**src/rtl/mem_arb_pkg.sv**
```systemverilog
// Shared types for the memory arbiter.
//   arb_state_e : arbiter FSM states
//   arb_op_e    : operation latched for the granted request
//   idx_width() : width of a port index (at least 1 bit)
package mem_arb_pkg;

  typedef enum logic {
    IDLE = 1'b0,
    BUSY = 1'b1
  } arb_state_e;

  typedef enum logic {
    OP_READ  = 1'b0,
    OP_WRITE = 1'b1
  } arb_op_e;

  function automatic int idx_width(input int n);
    return (n > 1) ? $clog2(n) : 1;
  endfunction

endpackage

```
**src/rtl/rr_select.sv**
```systemverilog
// Combinational round-robin picker.
//   req       : per-port request vector
//   ptr       : highest-priority port index (always < NUM_PORTS)
//   grant_idx : first requesting port at or after ptr, wrapping
//   valid     : at least one port is requesting
module rr_select #(
  parameter int NUM_PORTS = 2,
  parameter int PTR_W     = 1
) (
  input  logic [NUM_PORTS-1:0] req,
  input  logic [PTR_W-1:0]     ptr,
  output logic [PTR_W-1:0]     grant_idx,
  output logic                 valid
);

  // Two descending scans: the first finds the lowest requester overall
  // (the wrap-around winner), the second overrides it with the lowest
  // requester at or above ptr when one exists.
  always_comb begin
    grant_idx = '0;
    valid     = |req;
    for (int j = NUM_PORTS - 1; j >= 0; j--) begin
      if (req[j]) grant_idx = PTR_W'(j);
    end
    for (int j = NUM_PORTS - 1; j >= 0; j--) begin
      if (req[j] && (PTR_W'(j) >= ptr)) grant_idx = PTR_W'(j);
    end
  end

endmodule

```
**src/rtl/mem_arbiter.sv**
```systemverilog
// Round-robin arbiter sharing one downstream memory port among NUM_PORTS
// requesters, one transaction at a time.
//   clk, rst           : clock, synchronous active-low reset
//   req_addr/read/write/wmask/wdata : per-port requests, strobes held until resp
//   req_rdata, req_resp: per-port completion (combinational from mem_resp)
//   mem_addr/read/write/wmask/wdata : downstream request, from latched regs
//   mem_rdata, mem_resp: downstream completion
//   error              : sticky protocol / timeout flag
//
// state | meaning
// IDLE  | no transaction; pick next requester at or after rr_ptr
// BUSY  | latched request driven downstream, waiting for mem_resp
module mem_arbiter
  import mem_arb_pkg::*;
#(
  parameter int NUM_PORTS      = 2,
  parameter int ADDR_WIDTH     = 32,
  parameter int DATA_WIDTH     = 32,
  parameter int TIMEOUT_CYCLES = 1024
) (
  input  logic                                  clk,
  input  logic                                  rst,
  input  logic [NUM_PORTS-1:0][ADDR_WIDTH-1:0]  req_addr,
  input  logic [NUM_PORTS-1:0]                  req_read,
  input  logic [NUM_PORTS-1:0]                  req_write,
  input  logic [NUM_PORTS-1:0][DATA_WIDTH/8-1:0] req_wmask,
  input  logic [NUM_PORTS-1:0][DATA_WIDTH-1:0]  req_wdata,
  output logic [NUM_PORTS-1:0][DATA_WIDTH-1:0]  req_rdata,
  output logic [NUM_PORTS-1:0]                  req_resp,
  output logic [ADDR_WIDTH-1:0]                 mem_addr,
  output logic                                  mem_read,
  output logic                                  mem_write,
  output logic [DATA_WIDTH/8-1:0]               mem_wmask,
  output logic [DATA_WIDTH-1:0]                 mem_wdata,
  input  logic [DATA_WIDTH-1:0]                 mem_rdata,
  input  logic                                  mem_resp,
  output logic                                  error
);

  localparam int MASK_WIDTH = DATA_WIDTH / 8;
  localparam int PTR_W      = idx_width(NUM_PORTS);
  localparam int CNT_W      = $clog2(TIMEOUT_CYCLES + 1);
  localparam logic [CNT_W-1:0] CNT_MAX   = CNT_W'(TIMEOUT_CYCLES);
  localparam logic [PTR_W-1:0] LAST_PORT = PTR_W'(NUM_PORTS - 1);

  arb_state_e            state_q, state_d;
  arb_op_e               op_q, op_d;
  logic [PTR_W-1:0]      rr_ptr_q, rr_ptr_d;
  logic [PTR_W-1:0]      grant_q, grant_d;
  logic [ADDR_WIDTH-1:0] addr_q, addr_d;
  logic [MASK_WIDTH-1:0] wmask_q, wmask_d;
  logic [DATA_WIDTH-1:0] wdata_q, wdata_d;
  logic [CNT_W-1:0]      cnt_q, cnt_d;
  logic                  error_q, error_d;

  logic [NUM_PORTS-1:0]  req_any;
  logic [PTR_W-1:0]      sel_idx;
  logic                  sel_valid;

  assign req_any = req_read | req_write;

  rr_select #(
    .NUM_PORTS(NUM_PORTS),
    .PTR_W    (PTR_W)
  ) u_rr_select (
    .req      (req_any),
    .ptr      (rr_ptr_q),
    .grant_idx(sel_idx),
    .valid    (sel_valid)
  );

  always_comb begin
    state_d   = state_q;
    op_d      = op_q;
    rr_ptr_d  = rr_ptr_q;
    grant_d   = grant_q;
    addr_d    = addr_q;
    wmask_d   = wmask_q;
    wdata_d   = wdata_q;
    cnt_d     = cnt_q;
    error_d   = error_q | (|(req_read & req_write));
    req_resp  = '0;
    req_rdata = '0;

    case (state_q)
      IDLE: begin
        if (sel_valid) begin
          state_d = BUSY;
          grant_d = sel_idx;
          // read+write together is a protocol error but still serviced as a read
          op_d    = req_read[sel_idx] ? OP_READ : OP_WRITE;
          addr_d  = req_addr[sel_idx];
          wmask_d = req_wmask[sel_idx];
          wdata_d = req_wdata[sel_idx];
          cnt_d   = '0;
        end
      end
      BUSY: begin
        if (cnt_q != CNT_MAX) cnt_d = cnt_q + CNT_W'(1);
        if (cnt_d == CNT_MAX) error_d = 1'b1;
        if (!req_any[grant_q]) error_d = 1'b1;
        if (mem_resp) begin
          req_resp[grant_q]  = 1'b1;
          req_rdata[grant_q] = mem_rdata;
          state_d            = IDLE;
          rr_ptr_d           = (grant_q == LAST_PORT) ? '0 : grant_q + PTR_W'(1);
        end
      end
      default: state_d = IDLE;
    endcase
  end

  always_ff @(posedge clk) begin
    if (!rst) begin
      state_q  <= IDLE;
      op_q     <= OP_READ;
      rr_ptr_q <= '0;
      grant_q  <= '0;
      addr_q   <= '0;
      wmask_q  <= '0;
      wdata_q  <= '0;
      cnt_q    <= '0;
      error_q  <= 1'b0;
    end else begin
      state_q  <= state_d;
      op_q     <= op_d;
      rr_ptr_q <= rr_ptr_d;
      grant_q  <= grant_d;
      addr_q   <= addr_d;
      wmask_q  <= wmask_d;
      wdata_q  <= wdata_d;
      cnt_q    <= cnt_d;
      error_q  <= error_d;
    end
  end

  assign mem_read  = (state_q == BUSY) && (op_q == OP_READ);
  assign mem_write = (state_q == BUSY) && (op_q == OP_WRITE);
  assign mem_addr  = addr_q;
  assign mem_wmask = wmask_q;
  assign mem_wdata = wdata_q;
  assign error     = error_q;

endmodule
```
**config.mk**
```make
export PLATFORM = sky130hd
export DESIGN_NAME = mem_arbiter
export DESIGN_NICKNAME = d
export VERILOG_FILES = /design/src/rtl/mem_arb_pkg.sv /design/src/rtl/rr_select.sv /design/src/rtl/mem_arbiter.sv
export SDC_FILE = /design/constraint.sdc
export NUM_CORES = 1
export LEC_CHECK = 0
export CAP_MARGIN = 20
export CELL_PAD_IN_SITES_DETAIL_PLACEMENT = 0
export CELL_PAD_IN_SITES_GLOBAL_PLACEMENT = 1
export CORE_MARGIN = 2
export CORE_UTILIZATION = 27
export CTS_CLUSTER_SIZE = 10
export DETAILED_ROUTE_END_ITERATION = 12
export PLACE_DENSITY = 0.9
export SLEW_MARGIN = 20
export SYNTH_ARGS = -nofsm -noshare
export SYNTH_HDL_FRONTEND = slang
export SYNTH_HIERARCHICAL = 1
export SYNTH_SLANG_ARGS = --single-unit
```
**constraint.sdc**
```tcl
create_clock -name clk -period 5.69 [get_ports clk]
set_clock_uncertainty 0.15 [all_clocks]
set_input_delay 0.569 -clock clk [delete_from_list [all_inputs] [get_ports clk]]
set_output_delay 0.569 -clock clk [all_outputs]
set_load 0.05 [all_outputs]
```
==> implementation parameters, run 1 <==
Parameter                              Value

Worst hold path
  Classification of the worst-slack hold path    reg -> reg
  Hold path start    mem_addr[20]$_SDFFE_PN0P_

Timing
  Highest clock frequency the design can meet    266 MHz
  Headroom to the max-slew limit    0.395
  Transition time at the pin with the least slew margin    0.908 ns
  Accumulated negative setup slack    0 ns
  Period utilization    0.661
  Setup-failing EPs final    0
  Final max-slew violation count    0
  Setup repair after global routing missed its margin    no
  Worst setup margin    1.93 ns
  Final Hold Viols    0
  Post-layout minimum cycle time    3.76 ns
  Smallest hold slack    0.346 ns

Pwr
  Combinational cell fraction of total power    0.350
  Relative contribution of sequential cells to total power    0.336
  Design internal power    1.34 mW
  Total power after layout    2.01 mW
  Clock Power Share    0.314
  Net switching component of the power    0.678 mW
  Power density normalized to cell area    246 nW/µm²
  Static Leak    3.68 nW
  Fraction of power spent switching nets    0.336
  IR drop worst, VDD    0.000136 V

Worst setup path
  Kind of start point of the critical path    register
  Element type at the critical path end    output pin
  Source of the worst register-to-register timing path    cnt_q[0]$_SDFFE_PN0P_
  Critical-path top delay cell    sky130_fd_sc_hd__and3_1
  Data required time at the worst endpoint    4.97 ns
  Data arrival, critical path    3.04 ns
  Cell-by-cell trace of the critical path    and3_1, and2_1, clkdlybuf4s50_1
  Maximum fanout encountered on the critical timing path    33
  Startpoint-to-endpoint class of the critical path    reg -> out
  Count of buffering cells on the critical path with inverters included    1
  First element of the critical path    state_q$_SDFF_PN0_
  Category of cells accounting for the largest share of critical-path delay    simple AND/OR/NAND/NOR gates
  Crit path largest cell delay    0.84 ns

Clock tree
  Number of levels in the clock H-tree    3
  Clock-pin slew reported for the worst setup and hold paths after clock tree synthesis    0.06 ns
  Post-CTS Hold Buffers    0
  CTS sink cnt    84
  Clock tree from TritonCTS    yes
  Quantity of gates resized following cts    0
  CTS max path bufs    2
  Insertion delay to the later sink of the worst-skew pair    0.33 ns
  Cell at the root of the clock tree    sky130_fd_sc_hd__clkbuf_16
  Post-CTS Setup Repair Bufs    0
  Clock buffers created by TritonCTS    9

Global routing
  GRT Resource Usage Total    0.163
  Overflow left after global routing    0
  Maximum number of pins on one net before global-route repair    86
  Wire length of the first global-routing pass    23500 µm
  Vias in the first global route    4547
  Initial antenna violation count    1

Floorplanning
  Initial core utilization    0.277
  Number of top-level pins    312
  Die outline width    134 µm
  Core footprint    16600 µm²
  Standard-cell rows    47
  Die area    18100 µm²
  Vertical extent of the die    134 µm

Placed design
  Worst slack, placed    2.16 ns
  DP Cell Count    999
  Cell area after placement    7860 µm²
  Final HPWL DP    11200 µm
  Placer congestion estimate    0.774
  I/O Buffers    311

Route
  Drt first-iter violations    134
  Via count    4708
  Number of design rule violations left after detail routing    0
  First drt pass iteration count    4
  Remaining antenna violation count    0
  Final routed wire length divided by cell count    14.8 µm
  Number of vias per cell after detailed routing    4.64
  Post-detailed-routing wire length    15100 µm

Synth
  Ys Warns    6
  Total of flip-flops plus latches after synthesis    84
  Synthesized area    4600 µm²
  Number of instances in the synthesized netlist    508
  Post-synthesis net count    685
  Mean instance size in the synthesized netlist    9.05 µm²
  Number of distinct library cell variants in the gate-level netlist after synthesis    41
  Proportion of synthesized chip area in sequential cells    0.366

Finish
  Area growth, synth to finish    78.0%
  Ratio of cells with drive above 1 in the final layout    0.0390
  Area of combinational cells with multiple inputs    2710 µm²
  Number of inserted filler cells in the final layout    1566
  Final Util    0.493
  Final Instance Area    8180 µm²
  Fin nets    967
  Storage element area    1680 µm²
  Number of standard cells in the final layout excluding fillers    1015

Flow run
  Number of max-cap violations    0

Status
  Status    finished clean
power by group through the flow:
stage | Clock, mW | Combinational [mW] | Sequential (mW)
final | 0.632 | 0.705 | 0.677
after global routing | 0.672 | 0.751 | 0.685
after detailed placement | 0 | 0.711 | 0.690
after global placement | 0 | 0.710 | 0.687
after floorplan | 0 | 0.235 | 0.865
after CTS | 0.652 | 0.714 | 0.678
flip-flops by register name (all words and copies together) (netlist names):
name / cells
error: 1
cnt_q: 11
mem_wmask: 4
state_q: 1
rr_ptr_q: 1
grant_q: 1
mem_wdata: 32
op_q: 1
mem_addr: 32
worst reg2reg max path, stage by stage, from the launching register on:
cell and delay, ns:
sky130_fd_sc_hd__dfxtp_1 0.47, sky130_fd_sc_hd__ha_1 0.28, sky130_fd_sc_hd__and2_1 0.34, sky130_fd_sc_hd__xnor2_1 0.16, sky130_fd_sc_hd__a32oi_1 0.11, sky130_fd_sc_hd__or3_1 0.41
sky130_fd_sc_hd__o41ai_2 0.31
layer usage:
metal  share of wire  global-route usage  vias up  wire length (µm)
met5               0                   0        -                 0
met4           0.016              0.0474        0               240
met3            0.10              0.0634       15              1530
met2            0.49               0.300      220              7400
met1            0.39               0.173     2120              5890
li1                -                   -     2353                 -
kinds of logic after synthesis:
logic type	count (synthesis)	synth area share
AOI/OAI and AO/OA	101	0.196
xor gates and xnor gates	1	0.00191
adders and majority gates	2	0.00544
buffers and inverters	50	0.0476
DFF	84	0.366
muxes	76	0.166
and+or+nand+nor	194	0.217
cell type report:
cell class,instances,area share
Inverter,4,0.00184
Timing Repair Buffer,317,0.388
Multi-Input combinational cell,374,0.332
Clock buffer,9,0.0275
Antenna cell,1,0.000306
Tap cell,220,0.0336
Clock inverter,6,0.0109
Sequential cell,84,0.206
cells in the mapped netlist (all sizes together):
cell type  number  area [µm²]
a211oi          1        7.51
o21ai           8        40.0
dfxtp          84        1680
a21boi          2        15.0
and3            5        32.5
nand2          80         300
inv             4        15.0
nor2b           6        37.5
nor3            6        30.0
a21o            1        7.51
a31oi           1        6.26
ha              2        25.0
a31o            1        8.76
nor4bb          1        10.0
or3             1        6.26
o41ai           1        16.3
mux2i          75         751
nor2            8        30.0
buf            12        76.3
a21oi           9        45.0
and3b           1        8.76
a32oi           1        8.76
or2             4        25.0
a221oi          1        8.76
o21a            4        30.0
nand4           2        18.8
nand3           6        30.0
clkbuf         34         128
mux2            1        11.3
o211ai          1        7.51
nand2b          1        6.26
xnor2           1        8.76
nand4b          2        17.5
o211a          70         701
and2           71         444
cell usage in the layout (no fill, tap or decap), types with 2 or more instances in the layout:
| cell type | n |
|---|---|
| sky130_fd_sc_hd__nor2b_1 | 5 |
| sky130_fd_sc_hd__o21a_1 | 4 |
| sky130_fd_sc_hd__nor2_1 | 8 |
| sky130_fd_sc_hd__nand4b_1 | 2 |
| sky130_fd_sc_hd__o21ai_0 | 8 |
| sky130_fd_sc_hd__and2_1 | 71 |
| sky130_fd_sc_hd__clkbuf_16 | 9 |
| sky130_fd_sc_hd__dfxtp_1 | 84 |
| sky130_fd_sc_hd__nand3_1 | 6 |
| sky130_fd_sc_hd__nand2_1 | 80 |
| sky130_fd_sc_hd__bufinv_16 | 2 |
| sky130_fd_sc_hd__clkinvlp_4 | 2 |
| sky130_fd_sc_hd__buf_4 | 4 |
| sky130_fd_sc_hd__ha_1 | 2 |
| sky130_fd_sc_hd__a21oi_1 | 9 |
| sky130_fd_sc_hd__nor3_1 | 6 |
| sky130_fd_sc_hd__and3_1 | 4 |
| sky130_fd_sc_hd__clkdlybuf4s50_1 | 310 |
| sky130_fd_sc_hd__mux2i_1 | 75 |
| sky130_fd_sc_hd__inv_1 | 4 |
| sky130_fd_sc_hd__buf_12 | 2 |
| sky130_fd_sc_hd__or2_2 | 3 |
| sky130_fd_sc_hd__o211a_1 | 70 |
worst paths after layout:
check | end | cells past startpoint | slack [ns]
worst max-delay path | req_rdata[39] | 3 | 1.93
worst min-delay path | mem_addr[20]$_SDFFE_PN0P_ | 1 | 0.35
worst max register to register | error$_SDFF_PN0_ | 6 | 3.37
worst min register to register | mem_addr[20]$_SDFFE_PN0P_ | 1 | 0.35
Note: power is estimated with default switching activity, not from simulation.
==> run 2: changes to the inputs <==
--- a/config.mk
+++ b/config.mk
@@ -9,10 +9,10 @@
 export CELL_PAD_IN_SITES_DETAIL_PLACEMENT = 0
 export CELL_PAD_IN_SITES_GLOBAL_PLACEMENT = 1
 export CORE_MARGIN = 2
-export CORE_UTILIZATION = 27
+export CORE_UTILIZATION = 25
 export CTS_CLUSTER_SIZE = 10
 export DETAILED_ROUTE_END_ITERATION = 12
-export PLACE_DENSITY = 0.9
+export PLACE_DENSITY = 0.85
 export SLEW_MARGIN = 20
 export SYNTH_ARGS = -nofsm -noshare
 export SYNTH_HDL_FRONTEND = slang
==> constraint.sdc (replaced) <==
create_clock -name clk -period 3.89 [get_ports clk]
set_clock_uncertainty 0.15 [all_clocks]
set_input_delay 0.389 -clock clk [delete_from_list [all_inputs] [get_ports clk]]
set_output_delay 0.389 -clock clk [all_outputs]
set_load 0.05 [all_outputs]
==> run 2 against run 1 <==
Net effect:
- routed wire length rose by 0.13%
- design area down 0.61%
- power increased by 47%
- sequential cell count unchanged
- largest power group unchanged
- count of clock-buffer cells in the layout is 1 higher
- via count is essentially flat
- critical endpoint is now req_rdata[40]
- critical path depth increased by 1
- highest routed layer unchanged
- critical path type is now in -> out
- non-clock buffer count up 2
- final cell count grew 0.99%
==> implementation parameters, run 2 (same netlist as run 1, synthesis figures left out) <==
Parameter                              Value

Pwr
  Static Leak    3.76 nW (+2.0%)
  Power density normalized to cell area    364 nW/µm² (+48%)
  IR drop worst, VDD    0.000189 V (+40%)

Placed design
  Final HPWL DP    11600 µm (+3.6%)
  Placer congestion estimate    0.895 (+16%)
  I/O Buffers    311 (unchanged)
  Cell area after placement    7810 µm² (-0.72%)

Floorplanning
  Core footprint    18000 µm² (+8.7%)
  Standard-cell rows    49 (+4.3%)
  Vertical extent of the die    140 µm (+3.8%)
  Number of top-level pins    312 (unchanged)
  Die area    19500 µm² (+7.8%)
  Die outline width    140 µm (+3.8%)
  Initial core utilization    0.255 (-0.0222)

Finish
  Top library cells by usage in the layout, fill and taps aside    sky130_fd_sc_hd__clkdlybuf4s50_1, sky130_fd_sc_hd__dfxtp_1, sky130_fd_sc_hd__nand2_1
  Count of inserted antenna diode cells    0 (-1)
  Fin nets    969 (+0.21%)
  Final Util    0.451 (-0.0422)
  Most common library cell in the layout ignoring fill and taps    sky130_fd_sc_hd__clkdlybuf4s50_1
  Final Instance Area    8130 µm² (-0.61%)
  Area growth, synth to finish    76.9%
  Ratio of cells with drive above 1 in the final layout    0.0829 (+0.0439)

Route
  First drt pass iteration count    4 (unchanged)
  Final routed wire length divided by cell count    14.7 µm (-0.85%)
  Remaining antenna violation count    0 (unchanged)
  Number of design rule violations left after detail routing    0 (unchanged)
  Drt first-iter violations    145 (+8.2%)
  Number of vias per cell after detailed routing    4.59 (-1.0%)
  Via count    4707 (-0.021%)
  Post-detailed-routing wire length    15100 µm (+0.13%)

Timing
  Headroom to the max-slew limit    0.420 (+0.0255)
  Setup repair after global routing missed its margin    no
  Final Hold Viols    0 (unchanged)
  Post-layout minimum cycle time    3.16 ns
  Period utilization    0.813
  Final max-slew violation count    0 (unchanged)
  Accumulated negative setup slack    0 ns (unchanged)
  Setup-failing EPs final    0 (unchanged)
  Highest clock frequency the design can meet    316 MHz
  Transition time at the pin with the least slew margin    0.869 ns (-0.0383 ns)

Worst setup path
  Critical-path top delay cell    sky130_fd_sc_hd__clkdlybuf4s50_1
  Crit path largest cell delay    0.80 ns (-0.04 ns)
  Data required time at the worst endpoint    3.35 ns (-1.62 ns)
  Cell repeated most along the worst path    sky130_fd_sc_hd__clkdlybuf4s50_1
  Category of cells accounting for the largest share of critical-path delay    buffers and inverters
  Element type at the critical path end    output pin
  Data arrival, critical path    2.63 ns (-0.41 ns)
  Count of buffering cells on the critical path with inverters included    2 (+1)
  Startpoint-to-endpoint class of the critical path    in -> out
  Cell-by-cell trace of the critical path    clkdlybuf4s50_1, and3_1, and2_1, clkdlybuf4s50_1
  Maximum fanout encountered on the critical timing path    33 (unchanged)
  Kind of start point of the critical path    input pin

Clock tree
  CTS sink cnt    84 (unchanged)
  Cell at the root of the clock tree    sky130_fd_sc_hd__clkbuf_16
  Post-CTS Setup Repair Bufs    0 (unchanged)
  Post-CTS Hold Buffers    0 (unchanged)
  Quantity of gates resized following cts    0 (unchanged)
  Clock buffers created by TritonCTS    9 (unchanged)
  Number of levels in the clock H-tree    3 (unchanged)
  Clock tree from TritonCTS    yes
  Insertion delay to the later sink of the worst-skew pair    0.34 ns (about the same)
  Clock-pin slew reported for the worst setup and hold paths after clock tree synthesis    0.06 ns (about the same)
  CTS max path bufs    2 (unchanged)

Global routing
  Vias in the first global route    4598 (+1.1%)
  Overflow left after global routing    0 (unchanged)
  GRT Resource Usage Total    0.151 (-0.0127)
  Initial antenna violation count    0 (-1)
  Wire length of the first global-routing pass    23600 µm (+0.23%)
  Maximum number of pins on one net before global-route repair    85 (-1.2%)

Status
  Status    finished clean

Worst hold path
  Classification of the worst-slack hold path    reg -> reg

Flow run
  Number of max-cap violations    0 (unchanged)
## run 2: changes by cell type in the layout (fill, tap and decap cells not counted)
cell / previous run / this run
sky130_fd_sc_hd__clkinv_2: 1 / 0
sky130_fd_sc_hd__clkdlybuf4s50_1: 310 / 277
sky130_fd_sc_hd__buf_4: 4 / 39
sky130_fd_sc_hd__clkbuf_8: 0 / 1
sky130_fd_sc_hd__diode_2: 1 / 0
## run 2: layout make-up
type	instances	area, µm²
clock buffer	10	239
clock inverter	5	83.8
fill	1809	9890
inverter	4	15.0
multi-input combinational	374	2710
sequential	84	1680
tap	229	287
timing repair buffer	319	3110
## run 2: metal layers
layer,GRT usage,up-vias,part of all wire
met5,0,-,0
met4,0.0768,0,0.037
met3,0.0657,28,0.11
met2,0.256,239,0.48
met1,0.159,2089,0.37
li1,-,2351,-
## run 2: path summary, 6_finish.rpt
path                                            startpoint                    endpoint  slack (ns)  depth (start not counted)
worst min register to register  mem_wdata[31]$_SDFFE_PN0P_  mem_wdata[31]$_SDFFE_PN0P_        0.35                          1
worst max register to register       cnt_q[0]$_SDFFE_PN0P_            error$_SDFF_PN0_        1.59                          6
worst min-delay path            mem_wdata[31]$_SDFFE_PN0P_  mem_wdata[31]$_SDFFE_PN0P_        0.35                          1
worst max-delay path                              mem_resp               req_rdata[40]        0.73                          4
## run 2: stage by stage
step           total power, mW  setup WS (ns)  hold slack (ns)  std cells
3_5_place_dp              2.05          0.721            0.336       1010
3_3_place_gp              2.05          0.812            0.328       1010
6_report                  2.96          0.726            0.345       1025
5_1_grt                   3.10          0.548            0.361       1025
4_1_cts                   3.01          0.717            0.350       1025
2_1_floorplan             1.61           1.32            0.329        508
## run 2: worst register-to-register path, delay by kind of cell (launching register included)
family | cells | cell delay, ns
and+or+nand+nor | 2 | 0.76
DFF | 1 | 0.45
AOI/OAI and AO/OA | 2 | 0.41
adders and majority gates | 1 | 0.28
xor gates and xnor gates | 1 | 0.16
## run 2: power by group
| part | leakage (nW) | internal (mW) | switching (mW) |
|---|---|---|---|
| registers | 0.697 | 0.942 | 0.0437 |
| logic | 2.91 | 0.449 | 0.586 |
| clock network | 0.151 | 0.579 | 0.360 |
==> run 3: changes to the inputs <==
--- a/config.mk
+++ b/config.mk
@@ -9,10 +9,10 @@
 export CELL_PAD_IN_SITES_DETAIL_PLACEMENT = 0
 export CELL_PAD_IN_SITES_GLOBAL_PLACEMENT = 1
 export CORE_MARGIN = 2
-export CORE_UTILIZATION = 25
+export CORE_UTILIZATION = 22
 export CTS_CLUSTER_SIZE = 10
 export DETAILED_ROUTE_END_ITERATION = 12
-export PLACE_DENSITY = 0.85
+export PLACE_DENSITY = 0.79
 export SLEW_MARGIN = 20
 export SYNTH_ARGS = -nofsm -noshare
 export SYNTH_HDL_FRONTEND = slang
==> constraint.sdc (replaced) <==
create_clock -name clk -period 2.5 [get_ports clk]
set_clock_uncertainty 0.15 [all_clocks]
set_input_delay 0.25 -clock clk [delete_from_list [all_inputs] [get_ports clk]]
set_output_delay 0.25 -clock clk [all_outputs]
set_load 0.05 [all_outputs]
==> run 3 against run 2 <==
Net effect:
- worst hold slack worse by 0.073 ns
- critical path depth is 3 higher
- register-to-register slack got worse by 1.2 ns
- critical endpoint is now error$_SDFF_PN0_
- final cell count increased by 4.2%
- critical path type is now reg -> reg
==> implementation parameters, run 3 (same netlist as run 1, synthesis figures left out) <==
Parameter                              Value

Worst setup path
  Maximum fanout encountered on the critical timing path    8 (-76%)
  Element type at the critical path end    register
  Cell-by-cell trace of the critical path    ha_1, and2_1, buf_4, nand4_2, o21ai_0, or3_1, o41ai_2
  Kind of start point of the critical path    register
  Data arrival, critical path    2.25 ns (-0.38 ns)
  Data required time at the worst endpoint    2.60 ns (-0.75 ns)
  Critical-path top delay cell    sky130_fd_sc_hd__dfxtp_1
  Startpoint-to-endpoint class of the critical path    reg -> reg
  Setup slack, reg-to-reg    0.34 ns (-1.25 ns)
  Crit path largest cell delay    0.38 ns (-0.42 ns)

Timing
  Setup repair after global routing missed its margin    no
  Final Hold Viols    0 (unchanged)
  Highest clock frequency the design can meet    464 MHz
  Accumulated negative setup slack    0 ns (unchanged)
  Headroom to the max-slew limit    0.395 (-0.0254)
  Final max-slew violation count    0 (unchanged)
  Transition time at the pin with the least slew margin    0.907 ns (+0.0381 ns)
  Period utilization    0.862
  Worst setup margin    0.345 ns (-0.381 ns)
  Setup-failing EPs final    0 (unchanged)
  Post-layout minimum cycle time    2.16 ns

Route
  Post-detailed-routing wire length    16400 µm (+8.6%)
  Remaining antenna violation count    0 (unchanged)
  Number of vias per cell after detailed routing    4.56 (-0.70%)
  Drt first-iter violations    135 (-6.9%)
  Via count    4870 (+3.5%)
  Final routed wire length divided by cell count    15.3 µm (+4.3%)
  Number of design rule violations left after detail routing    0 (unchanged)
  First drt pass iteration count    4 (unchanged)

Finish
  Most common library cell in the layout ignoring fill and taps    sky130_fd_sc_hd__clkdlybuf4s50_1
  Area growth, synth to finish    95.5%
  Ratio of cells with drive above 1 in the final layout    0.127 (+0.0437)
  Fin nets    970 (+0.10%)
  Count of inserted antenna diode cells    0 (unchanged)
  Top library cells by usage in the layout, fill and taps aside    sky130_fd_sc_hd__clkdlybuf4s50_1, sky130_fd_sc_hd__dfxtp_1, sky130_fd_sc_hd__nand2_1
  Final Util    0.441 (-0.00992)

Global routing
  Overflow left after global routing    0 (unchanged)
  Wire length of the first global-routing pass    25600 µm (+8.8%)
  Initial antenna violation count    0 (unchanged)
  Vias in the first global route    4925 (+7.1%)
  Maximum number of pins on one net before global-route repair    85 (unchanged)
  GRT Resource Usage Total    0.145 (-0.00530)

Clock tree
  CTS max path bufs    2 (unchanged)
  Clock-pin slew reported for the worst setup and hold paths after clock tree synthesis    0.06 ns (about the same)
  CTS sink cnt    84 (unchanged)
  Post-CTS Hold Buffers    0 (unchanged)
  Number of levels in the clock H-tree    3 (unchanged)
  Clock tree from TritonCTS    yes
  Quantity of gates resized following cts    0 (unchanged)
  Cell at the root of the clock tree    sky130_fd_sc_hd__clkbuf_16
  Insertion delay to the later sink of the worst-skew pair    0.35 ns (about the same)
  Clock buffers created by TritonCTS    9 (unchanged)
  Post-CTS Setup Repair Bufs    0 (unchanged)

Pwr
  IR drop worst, VDD    0.000250 V (+32%)
  Total power after layout    4.73 mW (+60%)
  Power density normalized to cell area    527 nW/µm² (+45%)
  Static Leak    4.04 nW (+7.5%)

Placed design
  Placer congestion estimate    0.784 (-12%)
  Worst slack, placed    0.194 ns (-0.527 ns)
  Final HPWL DP    12200 µm (+5.9%)
  I/O Buffers    311 (unchanged)

Floorplanning
  Number of top-level pins    312 (unchanged)
  Die outline width    149 µm (+6.4%)
  Die area    22100 µm² (+13%)
  Vertical extent of the die    149 µm (+6.4%)
  Initial core utilization    0.226 (-0.0293)
  Standard-cell rows    52 (+6.1%)
  Core footprint    20400 µm² (+13%)

Flow run
  Number of max-cap violations    0 (unchanged)

Worst hold path
  Classification of the worst-slack hold path    in -> reg

Status
  Status    finished clean
==> run 3: changes by cell type in the layout (fill, tap and decap cells not counted) <==
cell,previous run,this run
sky130_fd_sc_hd__buf_12,2,72
sky130_fd_sc_hd__buf_4,39,4
sky130_fd_sc_hd__clkbuf_1,0,1
sky130_fd_sc_hd__clkdlybuf4s50_1,277,243
==> run 3: per-stage QoR <==
| step | hold WS, ns | instance area (µm²) | std cells |
|---|---|---|---|
| floorplan | 0.310 | 4600 | 508 |
| global placement | 0.328 | 8660 | 1052 |
| detailed placement | 0.335 | 8660 | 1052 |
| CTS | 0.253 | 8980 | 1068 |
| global route | 0.314 | 8980 | 1068 |
| finish | 0.272 | 8980 | 1068 |
==> run 3: path summary, 6_finish.rpt <==
path,cells past startpoint,startpoint,endpoint
max,7,cnt_q[0]$_SDFFE_PN0P_,error$_SDFF_PN0_
min,6,rst,error$_SDFF_PN0_
max reg2reg,7,cnt_q[0]$_SDFFE_PN0P_,error$_SDFF_PN0_
min reg2reg,1,mem_wdata[8]$_SDFFE_PN0P_,mem_wdata[8]$_SDFFE_PN0P_
==> run 3: final cells by class <==
type | count | area (µm²)
fill | 1945 | 11400
clock buffer | 11 | 243
multi-input combinational | 374 | 2710
timing repair buffer | 320 | 3910
clock inverter | 5 | 83.8
sequential | 84 | 1680
tap | 270 | 338
inverter | 4 | 15.0
==> run 3: critical path, delay by kind of cell (launching register included) <==
| family | cells | cell delay (ns) |
|---|---|---|
| and+or+nand+nor | 3 | 0.67 |
| DFF | 1 | 0.38 |
| buffers and inverters | 1 | 0.16 |
| adders and majority gates | 1 | 0.28 |
| AOI/OAI and AO/OA | 2 | 0.41 |
==> run 3: metal layers <==
metal,vias up,track usage,wire (µm)
met1,2255,0.155,6240
met4,0,0.0443,238
met3,18,0.0727,2070
met2,243,0.253,7840
met5,-,0,0
li1,2354,-,-
==> run 3: power by group <==
| group | total, mW | internal (mW) | switching [mW] |
|---|---|---|---|
| Sequential | 1.54 | 1.47 | 0.0718 |
| Combinational | 1.71 | 0.778 | 0.931 |
| Clock | 1.49 | 0.907 | 0.578 |
